## src/rtl/attn_out_collector.sv

```systemverilog
// ============================================================================
// Module   : attn_out_collector
// Brief    : Collects 128 attention-output beats into an SRAM, then serves reads.
//            Optional entry bitmap / duplicate detection: ATTN_COLLECT_BITMAP_EN
// Revision : 1.0 - initial release
// ============================================================================
`default_nettype none

module attn_out_collector #(
    parameter int READ_LAT = 2
) (
    input  logic         clk,
    input  logic         rst_n,
    input  logic         start,
    input  logic         in_valid,
    input  logic [1:0]   in_row,
    input  logic [4:0]   in_group,
    input  logic [127:0] in_data,
    input  logic         in_done,
    output logic         mem_web,
    output logic [6:0]   mem_addr,
    output logic [127:0] mem_din,
    input  logic [127:0] mem_dout,
    input  logic         rd_req,
    input  logic [6:0]   rd_addr,
    output logic         rd_valid,
    output logic [127:0] rd_data,
    output logic         busy,
    output logic         complete,
    output logic [7:0]   count,
    output logic [2:0]   err
);

    localparam logic [7:0] C_ENTRIES = 8'd128;

    typedef enum logic [1:0] {
        S_IDLE    = 2'd0,
        S_COLLECT = 2'd1,
        S_DRAIN   = 2'd2,
        S_DONE    = 2'd3
    } state_t;

    state_t          r_state;
    state_t          w_state_nxt;
    logic [7:0]      r_count;
    logic [7:0]      w_count_nxt;
    logic [2:0]      r_err;
    logic            r_complete;
    logic [READ_LAT:0] r_rd_pipe;
    logic            w_accept;
    logic            w_rd_fire;
    logic            w_dup;
    logic [6:0]      w_beat_addr;

    assign w_beat_addr = {in_group, in_row};
    // A beat coincident with start belongs to no pass and is silently dropped.
    assign w_accept    = (r_state == S_COLLECT) && in_valid && !start;
    assign w_rd_fire   = (r_state == S_DONE) && rd_req && !start;

`ifdef ATTN_COLLECT_BITMAP_EN
    logic [127:0] r_bitmap;

    assign w_dup = r_bitmap[w_beat_addr];

    always_ff @(posedge clk or negedge rst_n) begin
        if (!rst_n) begin
            r_bitmap <= '0;
        end else if (start) begin
            r_bitmap <= '0;
        end else if (w_accept) begin
            r_bitmap[w_beat_addr] <= 1'b1;
        end
    end
`else
    assign w_dup = 1'b0;
`endif

    always_comb begin
        w_count_nxt = r_count;
        if (w_accept && !w_dup && (r_count != C_ENTRIES)) begin
            w_count_nxt = r_count + 8'd1;
        end
    end

    always_comb begin
        w_state_nxt = r_state;
        if (start) begin
            w_state_nxt = S_COLLECT;
        end else begin
            case (r_state)
                S_COLLECT: if ((w_count_nxt == C_ENTRIES) || in_done) w_state_nxt = S_DRAIN;
                S_DRAIN:   w_state_nxt = S_DONE;
                default:   w_state_nxt = r_state;
            endcase
        end
    end

    always_ff @(posedge clk or negedge rst_n) begin
        if (!rst_n) begin
            r_state    <= S_IDLE;
            r_count    <= '0;
            r_err      <= '0;
            r_complete <= 1'b0;
        end else begin
            r_state <= w_state_nxt;
            if (start) begin
                r_count    <= '0;
                r_err      <= '0;
                r_complete <= 1'b0;
            end else begin
                r_count <= w_count_nxt;
                if (w_accept && w_dup) begin
                    r_err[0] <= 1'b1;
                end
                if ((r_state == S_COLLECT) && in_done && (w_count_nxt != C_ENTRIES)) begin
                    r_err[1] <= 1'b1;
                end
                if (in_valid && (r_state != S_COLLECT)) begin
                    r_err[2] <= 1'b1;
                end
                if (r_state == S_DRAIN) begin
                    r_complete <= (r_count == C_ENTRIES);
                end
            end
        end
    end

    // SRAM port: writes and reads share the registered address; web idles high.
    always_ff @(posedge clk or negedge rst_n) begin
        if (!rst_n) begin
            mem_web  <= 1'b1;
            mem_addr <= '0;
            mem_din  <= '0;
        end else begin
            mem_web <= 1'b1;
            if (w_accept) begin
                mem_web  <= 1'b0;
                mem_addr <= w_beat_addr;
                mem_din  <= in_data;
            end else if (w_rd_fire) begin
                mem_addr <= rd_addr;
            end
        end
    end

    always_ff @(posedge clk or negedge rst_n) begin
        if (!rst_n) begin
            r_rd_pipe <= '0;
        end else if (start) begin
            r_rd_pipe <= '0;
        end else begin
            r_rd_pipe <= (r_rd_pipe << 1) | (READ_LAT + 1)'(w_rd_fire);
        end
    end

    assign rd_valid = r_rd_pipe[READ_LAT];
    assign rd_data  = rd_valid ? mem_dout : '0;
    assign busy     = (r_state == S_COLLECT) || (r_state == S_DRAIN);
    assign complete = r_complete;
    assign count    = r_count;
    assign err      = r_err;

endmodule

`default_nettype wire

```

## config.mk

```make
export PLATFORM = sky130hd
export DESIGN_NAME = attn_out_collector
export DESIGN_NICKNAME = d
export VERILOG_FILES = /design/src/rtl/attn_out_collector.sv
export SDC_FILE = /design/constraint.sdc
export NUM_CORES = 1
export LEC_CHECK = 0
export BUFFER_PORTS_ARGS = -buffer_cell sky130_fd_sc_hd__buf_2
export CAP_MARGIN = 25
export CORE_AREA = 2 2 215 217
export DETAILED_ROUTE_END_ITERATION = 8
export DIE_AREA = 0 0 217 219
export GPL_ROUTABILITY_DRIVEN = 1
export PLACE_DENSITY = 0.5
export SYNTH_ARGS = -nofsm -noshare
export SYNTH_HDL_FRONTEND = slang
export SYNTH_SLANG_ARGS = --single-unit
```

## constraint.sdc

```tcl
create_clock -name clk -period 3.4 [get_ports clk]
set_input_delay 0 -clock clk [delete_from_list [all_inputs] [get_ports clk]]
set_output_delay 0 -clock clk [all_outputs]
set_load 0.05 [all_outputs]
```

==> results of run 1 <==
## sequential cells by signal, summed over array words and instances (netlist names)
name and count:
r_rd_pipe 3, mem_addr 7, mem_web 1, mem_din 128, err 2, r_state 2
count 8, complete 1
## what timing repair did
action / in CTS / in global routing
hold buffers: 148 / 0
gates resized for setup: 0 / 0
endpoints found under the hold margin: 234 / 0
endpoints found under the setup margin: 0 / 0
## metrics by stage
stage | utilization | hold slack [ns] | instance area [sq um]
3_3_place_gp | 0.230 | 0.161 | 10400
5_1_grt | 0.276 | 0.137 | 12400
6_report | 0.276 | 0.104 | 12400
4_1_cts | 0.276 | 0.122 | 12400
3_5_place_dp | 0.230 | 0.155 | 10400
2_1_floorplan | - | -0.296 | 6940
## layer usage
layer | up-vias | global-route usage | share of wire
met5 | - | 0 | 0.0016
met4 | 12 | 0.0813 | 0.037
met2 | 410 | 0.325 | 0.52
met3 | 62 | 0.0538 | 0.072
met1 | 3936 | 0.184 | 0.37
li1 | 3888 | - | -
## kinds of logic (layout without fill, tap and decap cells)
family	after synthesis	in the layout	synth area share
multiplexers	3	3	0.00505
flip-flops	152	152	0.548
AND/OR/NAND/NOR	580	580	0.372
other	1	6	0.000541
AO/OA/AOI/OAI	23	23	0.0227
buffers and inverters	58	746	0.0335
XOR/XNOR	7	7	0.00884
adder cells (fa/ha/maj)	5	5	0.00902
## worst paths after layout
kind                              start            to  slack [ns]  depth (start not counted)
setup / recovery             r_state[1]        err[1]        0.54                          9
hold / removal                   rd_req  r_rd_pipe[0]        0.10                          3
setup reg to reg             r_state[1]        err[1]        0.54                          9
hold reg to reg            r_rd_pipe[0]  r_rd_pipe[1]        0.46                          1
max in group asynchronous         rst_n   mem_din[39]        2.23                          3
min in group asynchronous         rst_n   mem_din[67]        0.17                          2
## worst max-delay path: stages (launching register included)
cell           delay, ns
dfrtp_1             0.44
inv_1               0.09
ha_1                0.28
and3b_4             0.29
buf_12              0.30
a21boi_0            0.16
a31oi_1             0.29
nor4_1              0.13
o31ai_1             0.24
dlygate4sd3_1       0.58
## where the power goes
group	total, mW	leakage [nW]	internal, mW	switching (mW)
clock network	1.98	0.285	1.16	0.816
registers	3.05	1.89	2.60	0.459
logic	5.52	4.88	1.28	4.24
total	10.6	7.06	5.04	5.51
## final cells by class
class                      count  area share
multi-input combinational    619       0.233
inverter                       9     0.00292
clock buffer                  19      0.0356
tap                          600      0.0604
antenna                        5     0.00101
clock inverter                12      0.0121
sequential                   152       0.306
timing repair buffer         706       0.348
## layout by cell type, fill, tap and decap left out, types with 2 or more instances in the layout
master / Yosys / final
diode_2: 0 / 5
or3_1: 2 / 2
a31oi_1: 10 / 10
clkinv_2: 0 / 4
xor2_1: 2 / 2
buf_2: 0 / 551
nand2b_1: 4 / 4
dlygate4sd3_1: 0 / 148
nand3_1: 3 / 3
nand2_1: 404 / 404
mux2i_1: 2 / 2
nor4_1: 2 / 2
clkinvlp_4: 0 / 3
ha_1: 5 / 5
bufinv_16: 0 / 3
dfrtp_1: 151 / 150
or2b_1: 2 / 2
xnor2_1: 5 / 5
buf_4: 2 / 3
clkbuf_16: 0 / 17
nor2_1: 24 / 24
buf_12: 0 / 3
nor2b_1: 2 / 2
inv_1: 7 / 7
a21oi_1: 4 / 4
and2_1: 129 / 129
o31ai_1: 2 / 2
nand4_1: 2 / 2
==> results.json, run 1 <==
{
  "outcome": "completed",
  "p_leak_nw": 7.06,
  "p_per_area_mw_per_mm2": 849,
  "syn_area_per_cell_sq_um": 8.37,
  "via_count": 8308,
  "yosysWarnings": 0,
  "syn_inst": 829,
  "synth.area.top_cells": "dfrtp_1, nand2_1, and2_1, clkbuf_1, nor2_1",
  "multi_input_area_sq_mm": 0.00290,
  "grt_pass1_vias": 8594,
  "synth-edff-count": 0,
  "yosysSeqAreaShare": 0.548,
  "port_buffers": 552,
  "coreArea_sq_mm": 0.0451,
  "finalSetupTns_ns": 0,
  "setup_viol": 0,
  "synthTopCellsByCount": "nand2_1, dfrtp_1, and2_1",
  "cp-start-kind": "register",
  "power_mw": 10.6,
  "setup_slack_ns": 0.539,
  "rsz0062_at_grt": "no",
  "synth.most_common_cell": "nand2_1",
  "fin_cells": 2122,
  "regArea_sq_mm": 0.00381,
  "grt_usage": 0.177,
  "overflow": 0,
  "ys_types": 41,
  "area_growth_pct": 79.3,
  "drtIter0Drc": 390,
  "die_x_microns": 217,
  "grt_pass1_wl_microns": 59000,
  "clk_path_buf_depth": 2,
  "yosysTopAreaCell": "dfrtp_1",
  "final_nets": 1786,
  "drive_gt1_frac": 0.394,
  "cp_max_fo": 94,
  "antenna_found_initial": 19,
  "die_area_sq_mm": 0.0475,
  "row_count": 78,
  "vias_per_cell": 3.92,
  "io_pins": 554,
  "postCtsSetupBuffers": 0,
  "peakVddDrop_mv": 0.577,
  "finalHoldViolations": 0,
  "synth_fp_nets": 1110,
  "nFillCells": 4899,
  "numCtsBuffers": 17,
  "ys_ff_latch": 152,
  "cts_tree": "built",
  "drc": 0,
  "drv_cap": 0,
  "post-dp-hpwl_microns": 33800,
  "synth_area_sq_mm": 0.00694,
  "dieHeight_microns": 219,
  "clk_pin_slew_ns": 0.07,
  "dp_cells": 1938,
  "ys.flop_type": "dfrtp_1",
  "maxSlewViolCount": 0,
  "root_buffer": "clkbuf_16",
  "ant_nets": 0,
  "max_freq_mhz": 349,
  "cts.sinks": 152,
  "worst_pin_slew_ns": 0.919,
  "maxSlewHeadroom": 0.387,
  "cp_data_required_time_ns": 3.81,
  "cp.arrival_ns": 3.27,
  "wl_per_cell_microns": 20.2,
  "routed_wirelength_microns": 42800,
  "synth-async-reset-ratio": 1.00,
  "firstDrtPassIters": 4,
  "yosys.area.top_type_share": 0.545,
  "critical_path.endpoint_type": "register",
  "place_ws_ns": 0.970,
  "finalCriticalPeriod_ns": 2.86,
  "initial_core_util": 0.154,
  "htree_levels": 4,
  "fin_crit_sh": 0.842,
  "critPathKind": "reg2reg",
  "grt_max_degree": 144,
  "hold_class": "in2reg",
  "place_congestion": 0.914,
  "clk_latency_ns": 0.48,
  "fin_worst_skew_ns": 0.0104
}
Note: power is estimated with default switching activity, not from simulation.
==> run 2, diff against run 1 <==
--- a/config.mk
+++ b/config.mk
@@ -7,11 +7,11 @@
 export LEC_CHECK = 0
 export BUFFER_PORTS_ARGS = -buffer_cell sky130_fd_sc_hd__buf_2
 export CAP_MARGIN = 25
-export CORE_AREA = 2 2 215 217
+export CORE_AREA = 2 2 213 215
 export DETAILED_ROUTE_END_ITERATION = 8
-export DIE_AREA = 0 0 217 219
+export DIE_AREA = 0 0 215 217
 export GPL_ROUTABILITY_DRIVEN = 1
-export PLACE_DENSITY = 0.5
+export PLACE_DENSITY = 0.52
 export SYNTH_ARGS = -nofsm -noshare
 export SYNTH_HDL_FRONTEND = slang
 export SYNTH_SLANG_ARGS = --single-unit
==> constraint.sdc (replaced) <==
create_clock -name clk -period 2.48 [get_ports clk]
set_input_delay 0 -clock clk [delete_from_list [all_inputs] [get_ports clk]]
set_output_delay 0 -clock clk [all_outputs]
set_load 0.05 [all_outputs]
==> run 2 against run 1 <==
Die area fell by 1.8%. Total power up 37%. Sequential power is 36% higher. Final cell count is 0.66% higher. Sequential cell count is the same. Wire length rose by 2.8%. Hold slack got worse by 0.024 ns. Cell area increased by 1.0%. Clock power increased by 36%. Critical endpoint is now r_state[1]. Largest cell class unchanged. Highest routed layer unchanged.
==> results.json, run 2 (synthesis results as in run 1) <==
{
  "dieHeight_microns": 217,
  "area_growth_pct": 81.1,
  "cp_max_fo": 8,
  "crit_path_top_delay_cell": "dfrtp_1",
  "fin_crit_sh": 0.934,
  "power_mw": 14.5,
  "top_register": "mem_din",
  "maxSlewHeadroom": 0.602,
  "placed_area_sq_mm": 0.0104,
  "grt_pass1_vias": 8388,
  "firstDrtPassIters": 4,
  "maxSlewViolCount": 0,
  "final_nets": 1793,
  "cp_data_required_time_ns": 2.84,
  "post-dp-hpwl_microns": 34800,
  "finalSetupTns_ns": 0,
  "rr_endpoint": "r_state[1]",
  "mostFrequentLayoutCell": "buf_2",
  "r2r-start": "r_state[1]",
  "rsz0062_at_grt": "no",
  "crit_start": "r_state[1]",
  "peakVddDrop_mv": 0.848,
  "fin_worst_skew_ns": 0.0147,
  "p_per_area_mw_per_mm2": 1160,
  "place_congestion": 0.997,
  "drive_gt1_frac": 0.397,
  "die_x_microns": 215,
  "antenna_found_initial": 21,
  "initial_core_util": 0.155,
  "coreArea_sq_mm": 0.0447,
  "worst_pin_slew_ns": 0.597,
  "critPathKind": "reg2reg",
  "fin_area_sq_mm": 0.0126,
  "vias_per_cell": 3.93,
  "cp.arrival_ns": 2.67,
  "htree_levels": 4,
  "setup_viol": 0,
  "port_buffers": 552,
  "wl_per_cell_microns": 20.6,
  "grt_pass1_wl_microns": 59600,
  "grt_usage": 0.181,
  "clk_pin_slew_ns": 0.07,
  "cts.sinks": 152,
  "hold_class": "in2reg",
  "drv_cap": 0,
  "grt_max_degree": 126,
  "outcome": "completed",
  "row_count": 78,
  "root_buffer": "clkbuf_16",
  "largest_reg_flops": 128,
  "overflow": 0,
  "drc": 0,
  "p_leak_nw": 7.12,
  "cpPeakStageDelay_ns": 0.43,
  "routed_wirelength_microns": 44000,
  "finalCriticalPeriod_ns": 2.32,
  "clk_latency_ns": 0.48,
  "rrSetupSlack_ns": 0.16,
  "critical_path.endpoint_type": "register",
  "max_freq_mhz": 432,
  "final_cell_mix": "buf_2, nand2_1, dfrtp_1, dlygate4sd3_1, and2_1",
  "cp-endpoint": "r_state[1]",
  "cts_tree": "built",
  "via_count": 8385,
  "die_area_sq_mm": 0.0467,
  "drtIter0Drc": 345,
  "numCtsBuffers": 17,
  "reg2reg_depth": 8,
  "io_pins": 554,
  "clk_path_buf_depth": 2,
  "finalHoldViolations": 0,
  "ant_nets": 0,
  "cp-start-kind": "register",
  "path_cells": "inv_1 -> ha_1 -> and3b_4 -> inv_4 -> a21oi_2 -> mux2i_1 -> nor4_1 -> o311a_1"
}
-- run 2: cell types whose count changed in the layout (fill, tap and decap cells not counted), sizes merged --
cell / before / now
clkinv: 6 / 4
diode: 5 / 11
dlygate4sd3: 148 / 147
clkbuf: 19 / 22
bufinv: 3 / 2
buf: 558 / 564
inv: 9 / 12
-- run 2: final cells by class --
| class | instances | area, sq um |
|---|---|---|
| Fill cell | 4845 | 32100 |
| Timing Repair Buffer | 713 | 4440 |
| Sequential cell | 152 | 3810 |
| Multi-Input combinational cell | 619 | 2900 |
| Tap cell | 600 | 751 |
| Clock buffer | 20 | 457 |
| Clock inverter | 12 | 140 |
| Inverter | 9 | 36.3 |
| Antenna cell | 11 | 27.5 |
-- run 2: worst min-delay path by stage --
| stage | to | start | depth (start not counted) | slack, ns |
|---|---|---|---|---|
| floorplan | complete | rst_n | 0 | -0.30 |
| global placement | mem_din[59] | rst_n | 1 | 0.03 |
| detailed placement | mem_din[59] | rst_n | 1 | 0.04 |
| CTS | r_rd_pipe[0] | rd_req | 3 | 0.04 |
| global route | r_rd_pipe[0] | rd_req | 3 | 0.1 |
| finish | r_rd_pipe[0] | rd_req | 3 | 0.08 |
-- run 2: worst max-delay path: cells and delay by family, from the launching register on --
kind	cells	cell delay, ns
multiplexers	1	0.34
adder cells (fa/ha/maj)	1	0.26
AND/OR/NAND/NOR	2	0.43
AO/OA/AOI/OAI	2	0.54
flip-flops	1	0.43
buffers and inverters	2	0.20
-- run 2: power breakdown --
| part | switching [mW] | internal, mW | leakage [nW] |
|---|---|---|---|
| combinational | 5.86 | 1.80 | 4.94 |
| clock | 1.16 | 1.54 | 0.284 |
| sequential | 0.587 | 3.56 | 1.89 |
-- run 2: through the flow --
| step | util | std cells | worst slack (ns) | hold slack, ns |
|---|---|---|---|---|
| finish | 0.281 | 2136 | 0.163 | 0.0798 |
| global route | 0.281 | 2134 | 0.0343 | 0.0978 |
| CTS | 0.279 | 2123 | 0.0392 | 0.0431 |
| detailed placement | 0.233 | 1944 | 0.270 | 0.0372 |
| global placement | 0.233 | 1944 | 0.342 | 0.0336 |
| floorplan | - | 829 | 0.223 | -0.296 |
-- run 2: layer usage --
layer | up-vias | part of all wire | track usage
li1 | 3913 | - | -
met1 | 3973 | 0.36 | 0.184
met2 | 409 | 0.52 | 0.319
met3 | 80 | 0.070 | 0.0552
met4 | 10 | 0.051 | 0.126
met5 | - | 0.0016 | 0
-- run 2: repair_timing --
| action | CTS | global route |
|---|---|---|
| endpoints found under the setup margin | 0 | 7 |
| resized for setup | 0 | 1 |
| setup buffers | 0 | 0 |
| endpoints found under the hold margin | 240 | 0 |
| hold buffers | 147 | 0 |
